[config.mk]
export PLATFORM = sky130hd
export DESIGN_NAME = bin2bcd_seq
export DESIGN_NICKNAME = d
export VERILOG_FILES = /design/src/rtl/bin2bcd_seq_pkg.sv /design/src/rtl/bcd_digit_adj3.sv /design/src/rtl/bin2bcd_seq.sv
export SDC_FILE = /design/constraint.sdc
export NUM_CORES = 1
export LEC_CHECK = 0
export ABC_AREA = 1
export CORE_UTILIZATION = 45
export DETAILED_ROUTE_END_ITERATION = 12
export PLACE_DENSITY = 0.69
export SLEW_MARGIN = 20
export SYNTH_ARGS = -nofsm -noshare
export SYNTH_HDL_FRONTEND = slang
export SYNTH_HIERARCHICAL = 1
export SYNTH_SLANG_ARGS = --single-unit
[constraint.sdc]
create_clock -name clk -period 4.85 [get_ports clk]
set_input_delay 0.485 -clock clk [delete_from_list [all_inputs] [get_ports clk]]
set_output_delay 0.485 -clock clk [all_outputs]
set_load 0.01 [all_outputs]
[src/rtl/bin2bcd_seq_pkg.sv]
// -----------------------------------------------------------------------------
// bin2bcd_seq_pkg
// Shared display-path definitions for the sequential binary-to-BCD converter:
//   - default WIDTH/DIGITS for the eight-digit seven-segment display
//   - BCD digit constants used by the add-3 correction and saturation
//   - converter FSM state encoding
// -----------------------------------------------------------------------------
package bin2bcd_seq_pkg;

    localparam int DEFAULT_WIDTH  = 32;
    localparam int DEFAULT_DIGITS = 8;

    localparam logic [3:0] BCD_NINE       = 4'h9;
    localparam logic [3:0] ADD3_THRESHOLD = 4'd5;

    typedef enum logic [1:0] {
        ST_IDLE   = 2'd0,
        ST_CONV   = 2'd1,
        ST_FINISH = 2'd2
    } state_t;

endpackage

[src/rtl/bcd_digit_adj3.sv]
// -----------------------------------------------------------------------------
// bcd_digit_adj3
// Double-dabble correction for one BCD digit: digits >= 5 get +3 so that the
// following left shift carries correctly into the next decimal digit.
// Ports:
//   i_digit  in  4  BCD digit before correction
//   o_digit  out 4  corrected digit (no carry out; 5..9 map to 8..12)
// -----------------------------------------------------------------------------
module bcd_digit_adj3
    import bin2bcd_seq_pkg::*;
(
    input  logic [3:0] i_digit,
    output logic [3:0] o_digit
);

    assign o_digit = (i_digit >= ADD3_THRESHOLD) ? i_digit + 4'd3 : i_digit;

endmodule

[src/rtl/bin2bcd_seq.sv]
// -----------------------------------------------------------------------------
// bin2bcd_seq
// Sequential binary-to-BCD converter (shift-add-3), one input bit per clock.
// Feeds the seven-segment scan driver with registered digits and a
// leading-zero blank mask; outputs hold between done pulses.
// Ports:
//   clk       in  1          board clock
//   rst       in  1          asynchronous, active-high reset
//   start     in  1          conversion request, sampled only when idle
//   bin       in  WIDTH      unsigned value, captured on the accepted start
//   busy      out 1          conversion in progress
//   done      out 1          one-cycle pulse when bcd/blank/overflow update
//   bcd       out 4*DIGITS   packed BCD, digit 0 in bits [3:0]
//   blank     out DIGITS     1 = suppress digit (leading zero); bit 0 never set
//   overflow  out 1          last value exceeded 10^DIGITS-1 (bcd saturated)
// -----------------------------------------------------------------------------
module bin2bcd_seq
    import bin2bcd_seq_pkg::*;
#(
    parameter int WIDTH  = DEFAULT_WIDTH,
    parameter int DIGITS = DEFAULT_DIGITS
) (
    input  logic                  clk,
    input  logic                  rst,
    input  logic                  start,
    input  logic [WIDTH-1:0]      bin,
    output logic                  busy,
    output logic                  done,
    output logic [4*DIGITS-1:0]   bcd,
    output logic [DIGITS-1:0]     blank,
    output logic                  overflow
);

    localparam int SW    = 4 * DIGITS;
    localparam int CNT_W = (WIDTH > 1) ? $clog2(WIDTH) : 1;

    localparam logic [CNT_W-1:0]  LAST_CNT    = CNT_W'(WIDTH - 1);
    localparam logic [SW-1:0]     BCD_SAT     = {DIGITS{BCD_NINE}};
    localparam logic [DIGITS-1:0] BLANK_RESET = {{(DIGITS-1){1'b1}}, 1'b0};

    state_t             r_state;
    logic [WIDTH-1:0]   r_shift;
    logic [SW-1:0]      r_scratch;
    logic [CNT_W-1:0]   r_cnt;
    logic               r_ovf;
    logic               r_busy;
    logic               r_done;
    logic [SW-1:0]      r_bcd;
    logic [DIGITS-1:0]  r_blank;
    logic               r_overflow;

    logic [SW-1:0]      w_adj;
    logic [DIGITS-1:0]  w_blank;

    // Add-3 correction on every scratch digit in parallel, no inter-digit carry.
    for (genvar g = 0; g < DIGITS; g++) begin : g_adj
        bcd_digit_adj3 u_adj (
            .i_digit (r_scratch[4*g +: 4]),
            .o_digit (w_adj[4*g +: 4])
        );
    end

    // Digit i is blanked when it and every digit above it are zero; each bit
    // is an independent reduction so there is no ripple chain.
    assign w_blank[0] = 1'b0;
    for (genvar g = 1; g < DIGITS; g++) begin : g_blank
        assign w_blank[g] = ~|r_scratch[SW-1:4*g];
    end

    // NOTE: sequential state uses non-blocking assignments so every register
    // samples pre-edge values and simulation matches the synthesized flops.
    always_ff @(posedge clk or posedge rst) begin
        if (rst) begin
            r_state    <= ST_IDLE;
            r_shift    <= '0;
            r_scratch  <= '0;
            r_cnt      <= '0;
            r_ovf      <= 1'b0;
            r_busy     <= 1'b0;
            r_done     <= 1'b0;
            r_bcd      <= '0;
            r_blank    <= BLANK_RESET;
            r_overflow <= 1'b0;
        end else begin
            r_done <= 1'b0;
            case (r_state)
                ST_IDLE: begin
                    if (start) begin
                        r_shift   <= bin;
                        r_scratch <= '0;
                        r_ovf     <= 1'b0;
                        r_cnt     <= '0;
                        r_busy    <= 1'b1;
                        r_state   <= ST_CONV;
                    end
                end
                ST_CONV: begin
                    // {scratch, shift} shifts left as one register; the bit
                    // leaving the scratch MSB means the value no longer fits.
                    r_scratch <= {w_adj[SW-2:0], r_shift[WIDTH-1]};
                    r_shift   <= {r_shift[WIDTH-2:0], 1'b0};
                    r_ovf     <= r_ovf | w_adj[SW-1];
                    r_cnt     <= r_cnt + 1'b1;
                    if (r_cnt == LAST_CNT) begin
                        r_state <= ST_FINISH;
                    end
                end
                ST_FINISH: begin
                    r_bcd      <= r_ovf ? BCD_SAT : r_scratch;
                    r_blank    <= r_ovf ? '0 : w_blank;
                    r_overflow <= r_ovf;
                    r_done     <= 1'b1;
                    r_busy     <= 1'b0;
                    r_state    <= ST_IDLE;
                end
                default: begin
                    r_state <= ST_IDLE;
                    r_busy  <= 1'b0;
                end
            endcase
        end
    end

    assign busy     = r_busy;
    assign done     = r_done;
    assign bcd      = r_bcd;
    assign blank    = r_blank;
    assign overflow = r_overflow;

endmodule

==> results.py, run 1 <==
metrics = {
    "global_routing": {
        "grt_max_degree": 89,
        "grt_antenna_before_repair": 0,
        "grt_use_total_pct": 20.98,
        "grt_pass1_vias": 4584,
        "grt_pass1_wl_um": 21350,
        "grt.overflow.total": 0,
    },
    "synthesis": {
        "synth-seq-area-share_pct": 50.34,
        "synth.area.top_cells": "dfrtp_1 47%, nand2_1 15%, o21ai_0 6.0%",
        "synth.avg_cell_area_um2": 8.074,
        "ys.flop_type": "dfrtp_1",
        "synth.top_cell.area_share_pct": 47.11,
        "syn_inst": 704,
        "synthTopCellsByCount": "225 x nand2_1, 107 x dfrtp_1, 68 x o21ai_0",
        "ys_warn_count": 6,
        "synth_async_sr_flop_share_pct": 100.0,
        "synth_nets": 757,
        "syn_area_mm2": 0.005684,
        "synth_most_common_cell": "nand2_1",
        "yosys.cell_types.count": 24,
        "synth_edf_count": 0,
        "ys_ff_latch": 114,
        "synth_top_cell_by_area": "dfrtp_1",
    },
    "power_and_ir_drop": {
        "combPwrFrac_pct": 36.2,
        "p_int_w": 0.002738,
        "vdd_drop_max_mv": 0.2694,
        "p_sw_w": 0.001662,
        "clkPwrFrac_pct": 29.5,
        "p_total_w": 0.004400,
        "p_leak_nw": 3.375,
        "swShare_pct": 37.77,
        "share_seq_of_total_power_pct": 34.3,
        "power_density_mw_per_mm2": 611.7,
    },
    "sta": {
        "period_needed_ns": 2.053,
        "tightest_slew_ns": 0.7929,
        "max_freq_ghz": 0.4870,
        "rsz0062_at_grt": "no",
        "skew_ns": 0.01172,
        "setup_viol": 0,
        "max_slew_margin_pct": 47.14,
        "hold_violations": 0,
        "tns_ns": 0,
        "fin_hold_ws_ns": 0.4685,
        "finalCritPeriodShare_pct": 42.34,
        "slew_viol_final": 0,
    },
    "placement": {
        "io_buffers": 76,
        "place.gp.congestion": 0.8256,
        "post-dp-hpwl_um": 8201,
    },
    "clock_tree": {
        "cts_resized": 0,
        "post-cts-setup-buffers": 0,
        "root_buffer": "clkbuf_16",
        "cts.clk_slew.worst_paths_ns": 0.05,
        "cts_buffers": 17,
        "cts_htree_levels": 4,
        "cts_buffer_depth": 2,
        "cts_tree": "built",
        "ctsHoldBuffers": 0,
        "clock_latency_ns": 0.41,
        "cts.sinks": 114,
    },
    "detailed_routing": {
        "wl_met1_um": 5861,
        "vias_per_cell": 4.900,
        "drc": 0,
        "top_layer_used": "met4",
        "initialDrtViolationCount": 328,
        "route.met3.wl_um": 525,
        "drt_wl_total_um": 12430,
        "first_pass_iters": 5,
        "routedWlPerCell_um": 12.95,
        "wl_met2_um": 5867,
        "ant_nets": 0,
        "vias": 4704,
    },
    "worst_setup_path": {
        "cp.arrival_ns": 2.36,
        "crit_start": "r_state[0]",
        "startpoint_type": "register",
        "timing.rr.start": "r_state[0]",
        "cp_max_fo": 24,
        "endpoint_kind": "register",
        "crit_required_ns": 5.16,
        "critPathKind": "reg -> reg",
    },
    "worst_hold_path": {
        "hp-start": "blank[5]",
        "min_path_type": "reg -> reg",
    },
    "die": {
        "rows": 40,
        "dieHeight_um": 114.4,
        "start_util_pct": 46.74,
        "die_x_um": 114.4,
        "boundaryPins": 78,
        "coreArea_mm2": 0.01216,
        "dieArea_mm2": 0.01309,
    },
    "final_layout": {
        "insertedDiodeCount": 0,
        "final_layout_size_suffix_gt1_share_pct": 12.63,
        "fin_nets": 833,
        "area_growth_pct": 26.52,
    },
    "outcome": {
        "outcome": "completed",
    },
    "run": {
        "drv_cap": 0,
    },
}
cell usage in the layout, fill, tap and decap left out, types with 2 or more instances in the layout:
| cell | count |
|---|---|
| clkinv_2 | 5 |
| dfstp_2 | 7 |
| nand3_1 | 46 |
| a21oi_1 | 17 |
| inv_1 | 64 |
| a21oi_2 | 8 |
| ha_1 | 18 |
| clkinvlp_4 | 2 |
| o21ai_0 | 68 |
| nand2_2 | 10 |
| clkdlybuf4s50_1 | 76 |
| nor2_1 | 64 |
| bufinv_16 | 4 |
| inv_2 | 13 |
| nand2_1 | 225 |
| nor2_4 | 18 |
| clkbuf_16 | 17 |
| buf_4 | 4 |
| o21ai_2 | 8 |
| clkbuf_8 | 2 |
| dfrtp_1 | 107 |
routing by layer:
layer  global-route usage [%]  vias to the layer above
li1                         -                     2344
met1                    27.95                     2231
met2                    33.74                      116
met3                    4.659                       13
met4                    7.619                        0
met5                        0                        -
cells by family (layout without fill, tap and decap cells):
group / Yosys count / after routing / share of synthesized area [%]
other: 1 / 1 / 0.06597
and+or+nand+nor: 366 / 366 / 28.11
adders and majority gates: 18 / 18 / 3.962
buffers and inverters: 101 / 189 / 7.176
DFF: 114 / 114 / 50.34
AOI/OAI and AO/OA: 103 / 103 / 10.19
xor gates and xnor gates: 1 / 1 / 0.1541
flip-flops by register name, indices dropped and copies added, names as in the netlist:
signal and cells:
bcd 32, r_scratch 32, r_shift 32, blank 7
r_cnt 5, r_state 2, busy 1, done 1
overflow 1, r_ovf 1
path summary, 6_finish.rpt:
check,endpoint,slack (ns),depth (start not counted)
max,bcd[21],2.80,5
min,blank[5],0.47,2
max reg2reg,bcd[21],2.80,5
min reg2reg,blank[5],0.47,2
max in group asynchronous,blank[4],3.35,3
min in group asynchronous,r_shift[22],0.59,2
area by class of cell:
type	count	area [um2]
Inverter	78	297.8
Multi-Input combinational cell	489	2415
Fill cell	1067	4970
Tap cell	168	210.2
Sequential cell	114	2861
Clock inverter	11	160.2
Clock buffer	20	456.7
Timing Repair Buffer	80	790.8
critical path, cell delays in order, from the launching register on:
cell and delay (ns):
dfrtp_1 0.40, inv_2 0.10, nand2_2 0.34, nor2_4 0.60
inv_2 0.27, o21ai_0 0.24
through the flow:
| stage | cells | util, % | instance area [um2] | setup slack (ns) |
|---|---|---|---|---|
| finish | 960 | 59.14 | 7192 | 2.797 |
| global route | 960 | 59.14 | 7192 | 2.598 |
| CTS | 960 | 59.12 | 7189 | 2.764 |
| detailed placement | 929 | 54.04 | 6573 | 2.464 |
| global placement | 929 | 54.04 | 6573 | 2.526 |
| floorplan | 704 | - | 5684 | 1.361 |
power groups by stage:
stage | registers, W | clock network, W | logic (W)
2_1_floorplan | 0.00146 | 0 | 0.00128
3_3_place_gp | 0.00150 | 0 | 0.00152
3_5_place_dp | 0.00151 | 0 | 0.00159
4_1_cts | 0.00150 | 0.00132 | 0.00160
5_1_grt | 0.00155 | 0.00136 | 0.00183
6_report | 0.00151 | 0.00130 | 0.00159
(Power assumes the default switching activity.)
==> inputs of run 2 (changes only) <==
- clock period: 4.85 -> 2 ns (I/O delays scaled with it)
==> results.py, run 2 (synthesis gave the netlist of run 1 again) <==
metrics = {
    "worst_setup_path": {
        "crit_required_ns": 1.80,
        "timing.rr.start": "r_state[1]",
        "worst_r2r_path_depth": 5,
        "cp_slowest_cell": "dfstp_2",
        "critPathKind": "reg -> out",
        "startpoint_type": "register",
        "worst-path-buf-inv": 1,
        "worst-r2r-setup-slack_ns": 0.51,
        "endpoint_kind": "primary output",
        "r2r-end": "blank[1]",
        "slowest_delay_ns": 0.53,
        "critical_path.top_delay_family": "flip-flops",
        "cp_max_fo": 2,
        "crit_chain": "clkdlybuf4s50_1",
        "cp.arrival_ns": 1.47,
    },
    "final_layout": {
        "insertedDiodeCount": 0,
        "final_common_cell": "nand2_1",
        "final_layout_size_suffix_gt1_share_pct": 13.27,
        "final_cell_mix": "225 x nand2_1, 107 x dfrtp_1, 76 x clkdlybuf4s50_1",
        "fin_nets": 839,
        "area_growth_pct": 27.96,
    },
    "clock_tree": {
        "clock_latency_ns": 0.40,
        "post-cts-setup-buffers": 0,
        "cts_resized": 0,
        "cts_htree_levels": 4,
        "ctsHoldBuffers": 0,
        "root_buffer": "clkbuf_16",
        "cts_buffer_depth": 2,
        "cts.sinks": 114,
        "cts.clk_slew.worst_paths_ns": 0.06,
        "cts_buffers": 17,
        "cts_tree": "built",
    },
    "die": {
        "coreArea_mm2": 0.01216,
        "start_util_pct": 46.74,
        "die_x_um": 114.4,
        "dieArea_mm2": 0.01309,
        "rows": 40,
        "boundaryPins": 78,
        "dieHeight_um": 114.4,
    },
    "detailed_routing": {
        "drt_wl_total_um": 12450,
        "initialDrtViolationCount": 398,
        "ant_nets": 0,
        "drc": 0,
        "routedWlPerCell_um": 12.88,
        "vias_per_cell": 4.956,
        "vias": 4792,
        "first_pass_iters": 5,
    },
    "outcome": {
        "outcome": "completed",
    },
    "global_routing": {
        "grt_antenna_before_repair": 0,
        "grt_max_degree": 76,
        "grt_pass1_vias": 4633,
        "grt.overflow.total": 0,
        "grt_pass1_wl_um": 21630,
        "grt_use_total_pct": 20.99,
    },
    "power_and_ir_drop": {
        "vdd_drop_max_mv": 0.5352,
        "p_leak_nw": 3.411,
        "p_total_w": 0.01074,
        "power_density_mw_per_mm2": 1477,
    },
    "sta": {
        "finalCritPeriodShare_pct": 83.52,
        "setup_viol": 0,
        "slew_viol_final": 0,
        "max_slew_margin_pct": 62.81,
        "period_needed_ns": 1.670,
        "tns_ns": 0,
        "max_freq_ghz": 0.5987,
        "tightest_slew_ns": 0.5570,
        "skew_ns": 0.007638,
        "hold_violations": 0,
        "rsz0062_at_grt": "no",
    },
    "run": {
        "drv_cap": 0,
    },
    "worst_hold_path": {
        "min_path_type": "in -> async",
    },
    "placement": {
        "io_buffers": 76,
        "place.gp.congestion": 0.8499,
        "post-dp-hpwl_um": 8529,
    },
}
[run 2: cell count changes in the layout (fill, tap and decap cells not counted)]
cell / change
buf_4: +4
buf_12: +2
clkbuf_1: +1
clkbuf_8: +1
clkinv_2: -1
clkinvlp_4: +1
inv_6: -1
[run 2: routing by layer]
metal,track usage (%),wire length [um]
met5,0,0
met4,7.706,178
met3,4.394,671
met2,34.46,6034
met1,27.48,5568
[run 2: layout make-up]
| cell class | count | area [um2] |
|---|---|---|
| multi-input combinational | 489 | 2415 |
| clock inverter | 10 | 155.1 |
| inverter | 78 | 296.5 |
| clock buffer | 22 | 474.2 |
| timing repair buffer | 86 | 860.8 |
| tap | 168 | 210.2 |
| sequential | 114 | 2861 |
| fill | 1077 | 4888 |
[run 2: power by group]
part | internal [W] | switching [W]
logic | 0.00152 | 0.00237
clock network | 0.00217 | 0.00103
registers | 0.00302 | 0.000628
total | 0.00671 | 0.00403
[run 2: worst max path at each step]
stage	start	endpoint	slack (ns)	cells after the start
after floorplan	rst	bcd[0]	0.42	1
after global placement	start	r_shift[14]	0.50	6
after detailed placement	start	r_shift[13]	0.45	6
after CTS	blank[6]	blank[6]	0.31	1
after global routing	blank[2]	blank[2]	0.30	1
final	blank[6]	blank[6]	0.33	1
[run 2: stage by stage]
step | hold WS (ns) | utilization, % | setup slack [ns] | cells | cell area [um2]
finish | 0.2215 | 59.80 | 0.3297 | 967 | 7273
global route | 0.2471 | 59.80 | 0.2989 | 967 | 7273
CTS | 0.2181 | 59.80 | 0.3078 | 967 | 7273
detailed placement | 0.4583 | 54.63 | 0.4526 | 935 | 6644
global placement | 0.4559 | 54.63 | 0.5033 | 935 | 6644
floorplan | 0.3166 | - | 0.4203 | 704 | 5688
